`src/rtl/audio_synth_pkg.sv`:
```
// Shared types and constants for the audio synth chain.
// Envelope state encoding, sample-tick divider and offset-binary midpoint.
package audio_synth_pkg;

   typedef enum logic [2:0] {
      ENV_IDLE,
      ENV_ATTACK,
      ENV_DECAY,
      ENV_SUSTAIN,
      ENV_RELEASE
   } env_state_t;

   localparam int unsigned DIV_48KHZ  = 259;
   localparam logic [7:0]  SAMPLE_MID = 8'd128;

endpackage

```
`src/rtl/audio_tick_gen.sv`:
```
// Free-running sample-rate tick: one-cycle pulse every DIV+1 clocks.
// Shared by oscillators, envelope and capture so they all step on the same tick.
module audio_tick_gen #(
   parameter int unsigned DIV = 259
) (
   input  logic clk_i,
   input  logic rstn_i,
   output logic tick_o
);

   localparam int CW = (DIV > 0) ? $clog2(DIV + 1) : 1;

   logic [CW-1:0] cnt_q;

   assign tick_o = (cnt_q == CW'(DIV));

   always_ff @(posedge clk_i or negedge rstn_i) begin
      if (!rstn_i) begin
         cnt_q <= '0;
      end else if (tick_o) begin
         cnt_q <= '0;
      end else begin
         cnt_q <= cnt_q + CW'(1);
      end
   end

endmodule

```
`src/rtl/audio_adsr_envelope.sv`:
```
// ADSR amplitude envelope: gate-driven FSM with a 16-bit level stepped on the
// 48 kHz tick, and a one-stage signed multiply that scales the offset-binary sample.
//
// state       | meaning
// ENV_IDLE    | silent, env held at 0
// ENV_ATTACK  | env ramps up by attack_rate_i per tick to full scale
// ENV_DECAY   | env ramps down by decay_rate_i per tick to sustain target
// ENV_SUSTAIN | env follows {sustain_lvl_i, 8'h00} while the gate is held
// ENV_RELEASE | env ramps down by release_rate_i per tick to 0
module audio_adsr_envelope #(
   parameter int unsigned DIV_48KHZ = audio_synth_pkg::DIV_48KHZ
) (
   input  logic        clk_i,
   input  logic        rstn_i,
   input  logic        gate_i,
   input  logic [7:0]  sample_data_i,
   input  logic [15:0] attack_rate_i,
   input  logic [15:0] decay_rate_i,
   input  logic [7:0]  sustain_lvl_i,
   input  logic [15:0] release_rate_i,
   output logic [7:0]  sample_data_o,
   output logic [7:0]  env_level_o,
   output logic [2:0]  env_state_o,
   output logic        active_o
);

   import audio_synth_pkg::*;

   env_state_t        state_q, state_d;
   logic [15:0]       env_q, env_d;
   logic              gate_q;
   logic              tick;
   logic              rise, fall;
   logic [15:0]       target;
   logic [16:0]       att_sum;
   logic [16:0]       dec_diff;
   logic signed [8:0]  smp_s;
   logic signed [17:0] prod;
   logic signed [17:0] scaled;

   audio_tick_gen #(.DIV(DIV_48KHZ)) u_tick_gen (
      .clk_i  (clk_i),
      .rstn_i (rstn_i),
      .tick_o (tick)
   );

   assign rise     = gate_i & ~gate_q;
   assign fall     = ~gate_i & gate_q;
   assign target   = {sustain_lvl_i, 8'h00};
   assign att_sum  = {1'b0, env_q} + {1'b0, attack_rate_i};
   assign dec_diff = {1'b0, env_q} - {1'b0, decay_rate_i};

   // A gate edge always takes priority over the tick step in the same cycle.
   always_comb begin
      state_d = state_q;
      env_d   = env_q;
      if (rise) begin
         state_d = ENV_ATTACK;
      end else if (fall && (state_q inside {ENV_ATTACK, ENV_DECAY, ENV_SUSTAIN})) begin
         state_d = ENV_RELEASE;
      end else if (tick) begin
         case (state_q)
            ENV_IDLE: env_d = '0;
            ENV_ATTACK: begin
               if (attack_rate_i == '0 || att_sum >= 17'h0FFFF) begin
                  env_d   = 16'hFFFF;
                  state_d = ENV_DECAY;
               end else begin
                  env_d = att_sum[15:0];
               end
            end
            ENV_DECAY: begin
               if (decay_rate_i == '0 || target >= env_q ||
                   $signed(dec_diff) <= $signed({1'b0, target})) begin
                  env_d   = target;
                  state_d = ENV_SUSTAIN;
               end else begin
                  env_d = dec_diff[15:0];
               end
            end
            ENV_SUSTAIN: env_d = target;
            ENV_RELEASE: begin
               if (release_rate_i == '0 || env_q <= release_rate_i) begin
                  env_d   = '0;
                  state_d = ENV_IDLE;
               end else begin
                  env_d = env_q - release_rate_i;
               end
            end
            default: begin
               env_d   = '0;
               state_d = ENV_IDLE;
            end
         endcase
      end
   end

   // Signed sample times unsigned level; product magnitude stays below 2^15.
   assign smp_s  = $signed({1'b0, sample_data_i}) - 9'sd128;
   assign prod   = 18'(smp_s) * 18'($signed({1'b0, env_q[15:8]}));
   assign scaled = (prod >>> 8) + 18'sd128;

   always_ff @(posedge clk_i or negedge rstn_i) begin
      if (!rstn_i) begin
         state_q       <= ENV_IDLE;
         env_q         <= '0;
         gate_q        <= 1'b0;
         sample_data_o <= SAMPLE_MID;
      end else begin
         state_q       <= state_d;
         env_q         <= env_d;
         gate_q        <= gate_i;
         sample_data_o <= scaled[7:0];
      end
   end

   assign env_level_o = env_q[15:8];
   assign env_state_o = state_q;
   assign active_o    = (state_q != ENV_IDLE);

endmodule
```
`config.mk`:
```
export PLATFORM = sky130hd
export DESIGN_NAME = audio_adsr_envelope
export DESIGN_NICKNAME = d
export VERILOG_FILES = /design/src/rtl/audio_synth_pkg.sv /design/src/rtl/audio_tick_gen.sv /design/src/rtl/audio_adsr_envelope.sv
export SDC_FILE = /design/constraint.sdc
export NUM_CORES = 1
export LEC_CHECK = 0
export ABC_AREA = 1
export CAP_MARGIN = 20
export CORE_MARGIN = 2
export CORE_UTILIZATION = 25
export DETAILED_ROUTE_END_ITERATION = 10
export GPL_ROUTABILITY_DRIVEN = 0
export PLACE_DENSITY = 0.48
export SLEW_MARGIN = 20
export SYNTH_ARGS = -nofsm -noshare
export SYNTH_HDL_FRONTEND = slang
export SYNTH_SLANG_ARGS = --single-unit
```
`constraint.sdc`:
```
create_clock -name clk_i -period 10.2 [get_ports clk_i]
set_input_delay 1.53 -clock clk_i [delete_from_list [all_inputs] [get_ports clk_i]]
set_output_delay 1.53 -clock clk_i [all_outputs]
set_load 0.01 [all_outputs]
```
Yosys cells after proc, flatten, opt, wreduce, memory -nomap -nowiden

Index checks and enable logic that the tools add are counted.

Flip-flop bits (word level): 37
Output and inout port bits: 20

Add/subtract/negate cells: 6
Multipliers: 1
$lt $le $gt $ge: 4
Equality and inequality tests: 9
Mux-type cells: 12
Bitwise logic cells: 6
Reductions and logical operators: 15

Operators with widths:

| kind                   | count |
|---|---|
| $pmux W16 S4           | 1 |
| $logic_not A16 Y1      | 3 |
| $mux W16               | 3 |
| $mux W3                | 6 |
| $add A16 B16 Y17       | 1 |
| $ge A17 B16 Y1 const B | 1 |
| $le A17 B17 Y1         | 1 |
| $sub A16 B16 Y17       | 1 |
| $ge A16 B16 Y1         | 1 |
| $le A16 B16 Y1         | 1 |
| $mul A9 B9 Y16         | 1 |
| $sub A16 B16 Y16       | 1 |
| $pmux W3 S4            | 1 |
| $add A9 B1 Y9 const B  | 1 |
| $eq A9 B9 Y1 const B   | 1 |
| $mux W9                | 1 |
| $reduce_bool A3 Y1     | 3 |
| $sub A8 B8 Y9 const B  | 1 |
| $add A8 B8 Y8 const B  | 1 |
| $ne A4 B2 Y1 const B   | 2 |
| $eq A3 B2 Y1 const B   | 2 |
| $reduce_and A5 Y1      | 1 |
| $logic_or A1 B1 Y1     | 4 |
| $ne A4 B4 Y1 const B   | 1 |
| 9 further kinds        | 13 |

Depth between registers and ports, before layout

Gate-level depths: netlist of the first run.

Word-level depth: 8
Depth in mapped cells: 31
Gate-level depth less buffers: 31

By module

From an unflattened synthesis of the first run, not the netlist that was laid out.

Cell total of the unflattened synthesis: 1,240
Area, all modules: 8,021.4 um^2

Modules (own cells, without submodules):

| module              | times used | cells an instance | area an instance (um^2) | seq. area each (um^2) |
|---|---|---|---|---|
| audio_adsr_envelope | 1          | 1,186             | 7,568.5                 | 701.9 |
| audio_tick_gen      | 1          | 54                | 452.9                   | 225.2 |

Least setup slack after synthesis of the first run

OpenSTA, ideal clock, no wires.

Path kind: input to register
Start point: input sample_data_i[7]
End point: register sample_data_o[7]
Setup time: 0.088 ns
Arrival time: 5.033 ns
Data required time: 10.112 ns
Path slack: 5.079 ns
Cell stages on the path: 13
Path buffers: 0
Cells stage by stage: nor2_1 inv_1 fa_1 inv_1 fa_1 inv_1 fa_1 inv_1 fa_1 ha_1 a21oi_1 o2111ai_1 xor2_1

Longest elaborated chain between the ends: 3

RTL lines:

| what                 | line                       | text |
|---|---|---|
| start, declared      | audio_adsr_envelope.sv:16  | `input logic [7:0] sample_data_i,` |
| $sub A8 B8 Y9        | audio_adsr_envelope.sv:99  | `assign smp_s = $signed({1'b0, sample_data_i}) - 9'sd128;` |
| $mul A9 B9 Y16       | audio_adsr_envelope.sv:100 | `assign prod = 18'(smp_s) * 18'($signed({1'b0, env_q[15:8]}));` |
| $add A8 B8 Y8        | audio_adsr_envelope.sv:101 | `assign scaled = (prod >>> 8) + 18'sd128;` |
| via scaled[7]        | audio_adsr_envelope.sv:39  | `logic signed [17:0] scaled;` |
| end signal, assigned | audio_adsr_envelope.sv:113 | `sample_data_o <= scaled[7:0];` |
| end, declared        | audio_adsr_envelope.sv:21  | `output logic [7:0] sample_data_o,` |

The timed path passes the listed nets, and every way through them passes these cells.
A chain may end at the register's enable or synchronous reset.

Final worst setup path of the first run

Ends and elaborated chain as after synthesis.

==> metrics.md, run 1 <==
| Metric | Value |
|---|---|
| Clk Tree Root Cell | clkbuf_16 |
| Worst-Margin Slew | 0.932 ns |
| Starting density of the core | between 20% and 30% |
| Post-Route Setup TNS | 0 ns |
| Commonest cells post-synth | nand2_1 (376), inv_1 (281), ha_1 (92), nand3_1 (92), nor2_1 (73) |
| Max Cap Viol | 0 |
| Pwr Total | a little over 500 uW |
| H-tree depth | 2 |
| Hold path startpoint | u_tick_gen.cnt_q[0] |
| DP Area | roughly 9100 um^2 |
| DR iter-0 viols | ~460 |
| Yosys warns | 0 |
| # DRC | 0 |
| Total congestion overflow | 0 |
| Reg2Reg Setup Slack | between 5 and 6 ns |
| Vias in the first global route | around 7700 |
| Slew Viols, Final | 0 |
| CP max FO | 7 |
| Slew HR | between 30% and 40% |
| Logic pwr share | between 30% and 40% |
| Post-synth top area cell | nand2_1 |
| DIE AREA | 32700 um^2 |
| Die X | 181 um |
| Post-Syn Area | between 7000 and 8000 um^2 |
| Total number of vias | about 7800 |
| Fmax | 177 MHz |
| Layout filler cell count | 3454 |
| Seq pwr share | a little under a third |
| Kind of critical path | input port to flop |
| Clock share of power | between 20% and 30% |
| HPWL after DPL | between 20000 and 25000 um |
| Clock-pin slew on the worst setup and hold paths | about 0.060 ns |
| Synthesized flop and latch total | 37 |
| Fin worst setup slack | 4.54 ns |
| Cell count after synthesis | 1238 |
| Post-layout util | about 30% |
| Worst endpoint required time | approximately 10 ns |
| CTS tree | done |
| CP startpoint | sample_data_i[7] |
| Sw Ratio | 37.5% |
| CP delay by family, top | adder cells |
| Post-CTS Setup Repair Bufs | 0 |
| Number of diodes | 0 |
| NetSw | 194 uW |
| Design area | between 9000 and 10000 um^2 |
| Critical Path AT | between 5 and 6 ns |
| TritonCTS Sinks | 37 |
| Startpoint Class | input port |
| Post-route ant nets | 0 |
| Syn-to-layout area delta | 17.6% |
| Post-synth EDFFs | 0 |
| Primary FF master, synth | dfrtp_1 |
| Worst-Skew Late Latency | 0.29 ns |
| First-pass GRT wire length | between 40000 and 50000 um |
| Largest net degree at the start of global routing | 38 |
| CP peak stage delay | between 0.5 and 0.6 ns |
| DRT Wirelength | between 20000 and 25000 um |
| Syn Nets | 1451 |
| Layout net count | about 1500 |
| Register-to-Register Path Depth | 14 |
| Critical path cell sequence | clkdlybuf4s50_1 -> nor2_1 -> inv_1 -> fa_1 -> inv_1 -> fa_1 -> inv_1 -> fa_1 -> inv_1 -> fa_1 -> ha_1 -> a21oi_1 -> o2111ai_1 -> xor2_1 |
| CP bufs+invs | 5 |
| Synth area leaders | nand2_1 (18%), ha_1 (15%), fa_1 (14%), inv_1 (13%), dfrtp_1 (12%) |
| Most frequent cell after synthesis | nand2_1 |
| Skew final | ~0.013 ns |
| Hold Violations, Final | 0 |
| Max rail drop VDD | ~0.059 mV |
| Cts repair resizes | 0 |
| Cts hold-fix bufs | 0 |
| Initial antenna violation count | 0 |
| HP Class | flop to flop |
| Max clock buf depth | 2 |
| Pre-CTS setup slack | ~4.2 ns |
| Post-synthesis sequential area ratio | between 10% and 20% |
| Status | complete, no violations |
| Cell count along the critical path | 14 |
| Internal | 324 uW |
| Crit-path slowest cell | fa_1 |
| CTS buffer count | 5 |
| Fraction of layout cells with a size suffix above 1 | slightly below 3% |
| Pre-antenna DRT Iters | 5 |
| Syn_area_per_cell | roughly 6.3 um^2 |
| Gr usage total | between 10% and 20% |
| Total core area | 30700 um^2 |
| Worst reg2reg startpoint | env_q[11] |
| Via density | between 4 and 5 |
| Ports | between 80 and 90 |
| Pwr dens | about 56 nW/um^2 |
| Tmin final | approximately 5.7 ns |
| PortBufs | 86 |
| Static Leak | between 5 and 6 nW |
| Unrepaired setup endpoints after global routing | no |
| Finish-stage setup viols | 0 |
| Post-synth cell types | 38 |
| Cell row count | 64 |
| Wire per inst | between 10 and 15 um |
| Capturing point of the worst reg2reg path | sample_data_o[7] |
| Async SR Flop Fraction | 100% |
| End point of the critical path | sample_data_o[7] |
| Tcrit/Tclk final | a little under three fifths |
| Setup crit end kind | flop |
| Synth top area share | 18.0% |
| Die height | 181 um |
==> per-stage QoR <==
stage / hold WS (ns) / instances
final: 0.466 / 1705
after global routing: 0.494 / 1705
after CTS: 0.469 / 1705
after detailed placement: 0.462 / 1697
after global placement: 0.453 / 1697
after floorplan: 0.431 / 1238
==> sequential cells by signal, summed over array words and instances (netlist names) <==
register	cells
env_q	16
u_tick_gen.cnt_q	9
sample_data_o	8
env_state_o	3
gate_q	1
==> power groups by stage <==
stage | Combinational [mW] | Sequential [mW] | Clock [mW]
detailed placement | 0.206 | 0.163 | 0
global route | 0.230 | 0.161 | 0.164
CTS | 0.208 | 0.160 | 0.158
floorplan | 0.113 | 0.162 | 0
global placement | 0.206 | 0.163 | 0
finish | 0.206 | 0.160 | 0.153
==> cells by family (layout without fill, tap and decap cells) <==
family	after synthesis	count (layout)	share of synthesized area, %
xor gates and xnor gates	30	30	3.36
DFF	37	37	11.8
and+or+nand+nor	604	604	32.7
AOI/OAI and AO/OA	109	109	7.98
adders and majority gates	146	146	28.5
buffers and inverters	312	383	15.6
==> cells in the final DEF (no fill, tap or decap), drive strengths merged, types with 2 or more instances in the layout <==
| cell type | Yosys | layout |
|---|---|---|
| clkdlybuf4s50 | 0 | 85 |
| buf | 14 | 6 |
| a31oi | 5 | 5 |
| xor2 | 20 | 20 |
| or2 | 2 | 2 |
| nand3 | 96 | 96 |
| clkbuf | 14 | 6 |
| o21ai | 22 | 22 |
| fa | 54 | 54 |
| o21bai | 5 | 5 |
| clkinv | 0 | 2 |
| ha | 92 | 92 |
| nor2 | 76 | 76 |
| inv | 284 | 284 |
| nand4 | 15 | 15 |
| dfrtp | 36 | 36 |
| a21oi | 61 | 61 |
| o31ai | 2 | 2 |
| nand2 | 382 | 382 |
| nor4 | 12 | 12 |
| nand3b | 9 | 9 |
| a22oi | 2 | 2 |
| a21o | 7 | 7 |
| nor3 | 12 | 12 |
| xnor2 | 10 | 10 |
| o21a | 3 | 3 |
==> final cells by class <==
class,count,area [um^2],area share (%)
timing repair buffer,91,893,9.70
multi-input combinational,889,5690,61.8
clock inverter,2,10.0,0.109
clock buffer,6,129,1.40
tap,396,495,5.38
inverter,284,1070,11.6
sequential,37,927,10.1
==> metal layers <==
metal | up-vias | GRT usage (%) | wire [um]
met1 | 3625 | 22.3 | 12200
met3 | 22 | 1.55 | 1100
met5 | - | 0 | 0
li1 | 3954 | - | -
met4 | 0 | 3.58 | 547
met2 | 164 | 25.5 | 11000
==> how the worst min path moves through the flow <==
| stage | to | slack (ns) | depth (start not counted) |
|---|---|---|---|
| 6_report | u_tick_gen.cnt_q[0] | 0.47 | 1 |
| 5_1_grt | u_tick_gen.cnt_q[0] | 0.49 | 1 |
| 4_1_cts | u_tick_gen.cnt_q[0] | 0.47 | 1 |
| 3_5_place_dp | u_tick_gen.cnt_q[0] | 0.46 | 1 |
| 3_3_place_gp | u_tick_gen.cnt_q[0] | 0.45 | 1 |
| 2_1_floorplan | u_tick_gen.cnt_q[0] | 0.43 | 1 |
Power figures use the tool's default switching activity.
==> run 2: changes to the inputs <==
--- a/config.mk
+++ b/config.mk
@@ -11,7 +11,7 @@
 export CORE_UTILIZATION = 25
 export DETAILED_ROUTE_END_ITERATION = 10
 export GPL_ROUTABILITY_DRIVEN = 0
-export PLACE_DENSITY = 0.48
+export PLACE_DENSITY = 0.49
 export SLEW_MARGIN = 20
 export SYNTH_ARGS = -nofsm -noshare
 export SYNTH_HDL_FRONTEND = slang
==> constraint.sdc (replaced) <==
create_clock -name clk_i -period 4.7 [get_ports clk_i]
set_input_delay 0.705 -clock clk_i [delete_from_list [all_inputs] [get_ports clk_i]]
set_output_delay 0.705 -clock clk_i [all_outputs]
set_load 0.01 [all_outputs]
==> run 2 against run 1 <==
Compared with the run above:
- core utilization up 1.2 points
- global-route usage up 0.083 points
- largest power group unchanged
- combinational power up 120%
- non-clock buffer count up 38
- highest routed layer unchanged
==> metrics.md, run 2 (synthesis results as in run 1) <==
| Metric | Value |
|---|---|
| Max clock buf depth | 2 (unchanged) |
| Number of diodes | 0 (unchanged) |
| Most flop-heavy register | env_q (unchanged) |
| DRT Wirelength | 25000 um (was 24800 um) |
| Die X | 181 um (unchanged) |
| Post-route ant nets | 0 (unchanged) |
| Unrepaired setup endpoints after global routing | no (unchanged) |
| Vias in the first global route | 7767 (was 7666) |
| Largest net degree at the start of global routing | 38 (unchanged) |
| Capturing point of the worst reg2reg path | sample_data_o[7] (unchanged) |
| HPWL after DPL | 21300 um (was 20900 um) |
| Max reg flops | 16 (unchanged) |
| Max Cap Viol | 0 (unchanged) |
| HP Class | flop to flop (unchanged) |
| Fraction of layout cells with a size suffix above 1 | 6.01% (was 2.98%) |
| Syn-to-layout area delta | 22.2% (was 17.6%) |
| Register-to-Register Path Depth | 14 (unchanged) |
| Regs by FF count | env_q: 16 flops, u_tick_gen.cnt_q: 9 flops, sample_data_o: 8 flops (unchanged) |
| Worst reg2reg startpoint | env_q[13] (was env_q[11]) |
| Total core area | 30700 um^2 (unchanged) |
| H-tree depth | 2 (unchanged) |
| Startpoint Class | input port (unchanged) |
| Kind of critical path | input port to flop (unchanged) |
| CP max FO | 6 (was 7) |
| Wire per inst | 14.3 um (was 14.6 um) |
| Finish-stage setup viols | 0 (unchanged) |
| Worst-Margin Slew | 1.02 ns (was 0.932 ns) |
| DIE AREA | 32700 um^2 (unchanged) |
| Tcrit/Tclk final | a little over nine tenths |
| Clock-pin slew on the worst setup and hold paths | 0.06 ns (about the same) |
| Static Leak | 5.57 nW (was 5.30 nW) |
| Total number of vias | 7814 (was 7765) |
| Gr usage total | 15.7% (was 15.6%) |
| Worst-Skew Late Latency | 0.30 ns (was 0.29 ns) |
| Skew final | 0.0134 ns (was 0.0129 ns) |
| DP Cell Count | 1735 (was 1697) |
| Clk Tree Root Cell | clkbuf_16 (unchanged) |
| CTS buffer count | 5 (unchanged) |
| Pwr dens | 126 nW/um^2 (was 56.3 nW/um^2) |
| Max rail drop VDD | 0.132 mV (was 0.0589 mV) |
| Initial antenna violation count | 0 (unchanged) |
| DR iter-0 viols | 465 (was 459) |
| TritonCTS Sinks | 37 (unchanged) |
| Total congestion overflow | 0 (unchanged) |
| Reg2Reg Setup Slack | 0.41 ns (was 5.30 ns) |
| Critical Path AT | 4.60 ns (was 5.86 ns) |
| Commonest non-fill, non-tap cells in the layout | nand2_1 (376), inv_1 (281), nand3_1 (92), ha_1 (91), clkdlybuf4s50_1 (79) (was nand2_1 (376), inv_1 (281), nand3_1 (92), ha_1 (92), clkdlybuf4s50_1 (85)) |
| Hold path startpoint | u_tick_gen.cnt_q[0] (unchanged) |
| Worst endpoint required time | 4.87 ns (was 10.40 ns) |
| End point of the critical path | sample_data_o[6] (was sample_data_o[7]) |
| Layout net count | 1560 (was 1521) |
| # DRC | 0 (unchanged) |
| Fmax | roughly 230 MHz |
| Die height | 181 um (unchanged) |
| CTS tree | done (unchanged) |
| Status | complete, no violations (unchanged) |
| Non-Filler Instances | 1744 (was 1705) |
| Ports | 87 (unchanged) |
| Cell row count | 64 (unchanged) |
| Via density | 4.48 (was 4.55) |
| Most common cell after layout, fill and taps aside | nand2_1 (unchanged) |
| Slew Viols, Final | 0 (unchanged) |
| Tmin final | roughly 4.4 ns |
| First-pass GRT wire length | 40900 um (was 40800 um) |
| Post-layout util | 31.1% (was 29.9%) |
| PortBufs | 86 (unchanged) |
| Slew HR | 31.4% (was 37.9%) |
| Setup crit end kind | flop (unchanged) |
| CP startpoint | sample_data_i[6] (was sample_data_i[7]) |
| Pre-antenna DRT Iters | 5 (unchanged) |
| Hold Violations, Final | 0 (unchanged) |
| Starting density of the core | 25.5% (unchanged) |
## run 2: stage by stage
stage / power, mW / setup slack, ns / instance area, um^2 / hold slack [ns] / setup TNS (ns)
global route: 1.29 / 0.0343 / 9560 / 0.499 / 0
global placement: 0.797 / -0.122 / 9350 / 0.451 / -0.627
CTS: 1.22 / 0.0805 / 9530 / 0.470 / 0
detailed placement: 0.797 / -0.217 / 9350 / 0.467 / -1.09
floorplan: 0.596 / 0.391 / 7830 / 0.409 / 0
finish: 1.20 / 0.277 / 9560 / 0.467 / 0
## run 2: layer usage
layer	routed length, um	GRT usage, %	part of all wire, %
met3	1080	2.26	4.3
met4	330	2.89	1.3
met2	11300	26.2	45
met5	0	0	0
met1	12300	21.7	49
## run 2: report_power, final
part / internal [mW] / switching [mW] / total (mW)
clock: 0.265 / 0.146 / 0.412
combinational: 0.181 / 0.264 / 0.444
sequential: 0.329 / 0.0189 / 0.348
## run 2: how the worst min path moves through the flow
stage | cells after the start | slack (ns) | to
after detailed placement | 1 | 0.47 | u_tick_gen.cnt_q[0]
after global routing | 1 | 0.50 | u_tick_gen.cnt_q[0]
after floorplan | 0 | 0.41 | env_q[0]
after CTS | 1 | 0.47 | u_tick_gen.cnt_q[0]
final | 1 | 0.47 | u_tick_gen.cnt_q[0]
after global placement | 1 | 0.45 | u_tick_gen.cnt_q[0]
## run 2: area by class of cell
class	instances	area, um^2
Clock inverter	2	37.5
Timing Repair Buffer	129	1190
Sequential cell	37	927
Inverter	284	1070
Fill cell	3471	21200
Multi-Input combinational cell	890	5700
Tap cell	396	495
Clock buffer	6	139
## run 2: worst max-delay path: stages
cell	delay (ns)
clkdlybuf4s50_1	0.61
nand2_1	0.08
inv_1	0.07
fa_1	0.42
fa_1	0.49
inv_1	0.06
fa_1	0.53
inv_1	0.06
fa_1	0.47
ha_1	0.35
nand2_1	0.10
nor2_1	0.05
a211oi_1	0.18
nand2_1	0.10
nand3_1	0.08
o21ai_0	0.09
xor2_1	0.15
## run 2: timing repair
item | in CTS | in global routing
setup buffers | 0 | 0
resized for setup | 0 | 10
setup endpoints to repair | 0 | 26
hold buffers | 0 | 0
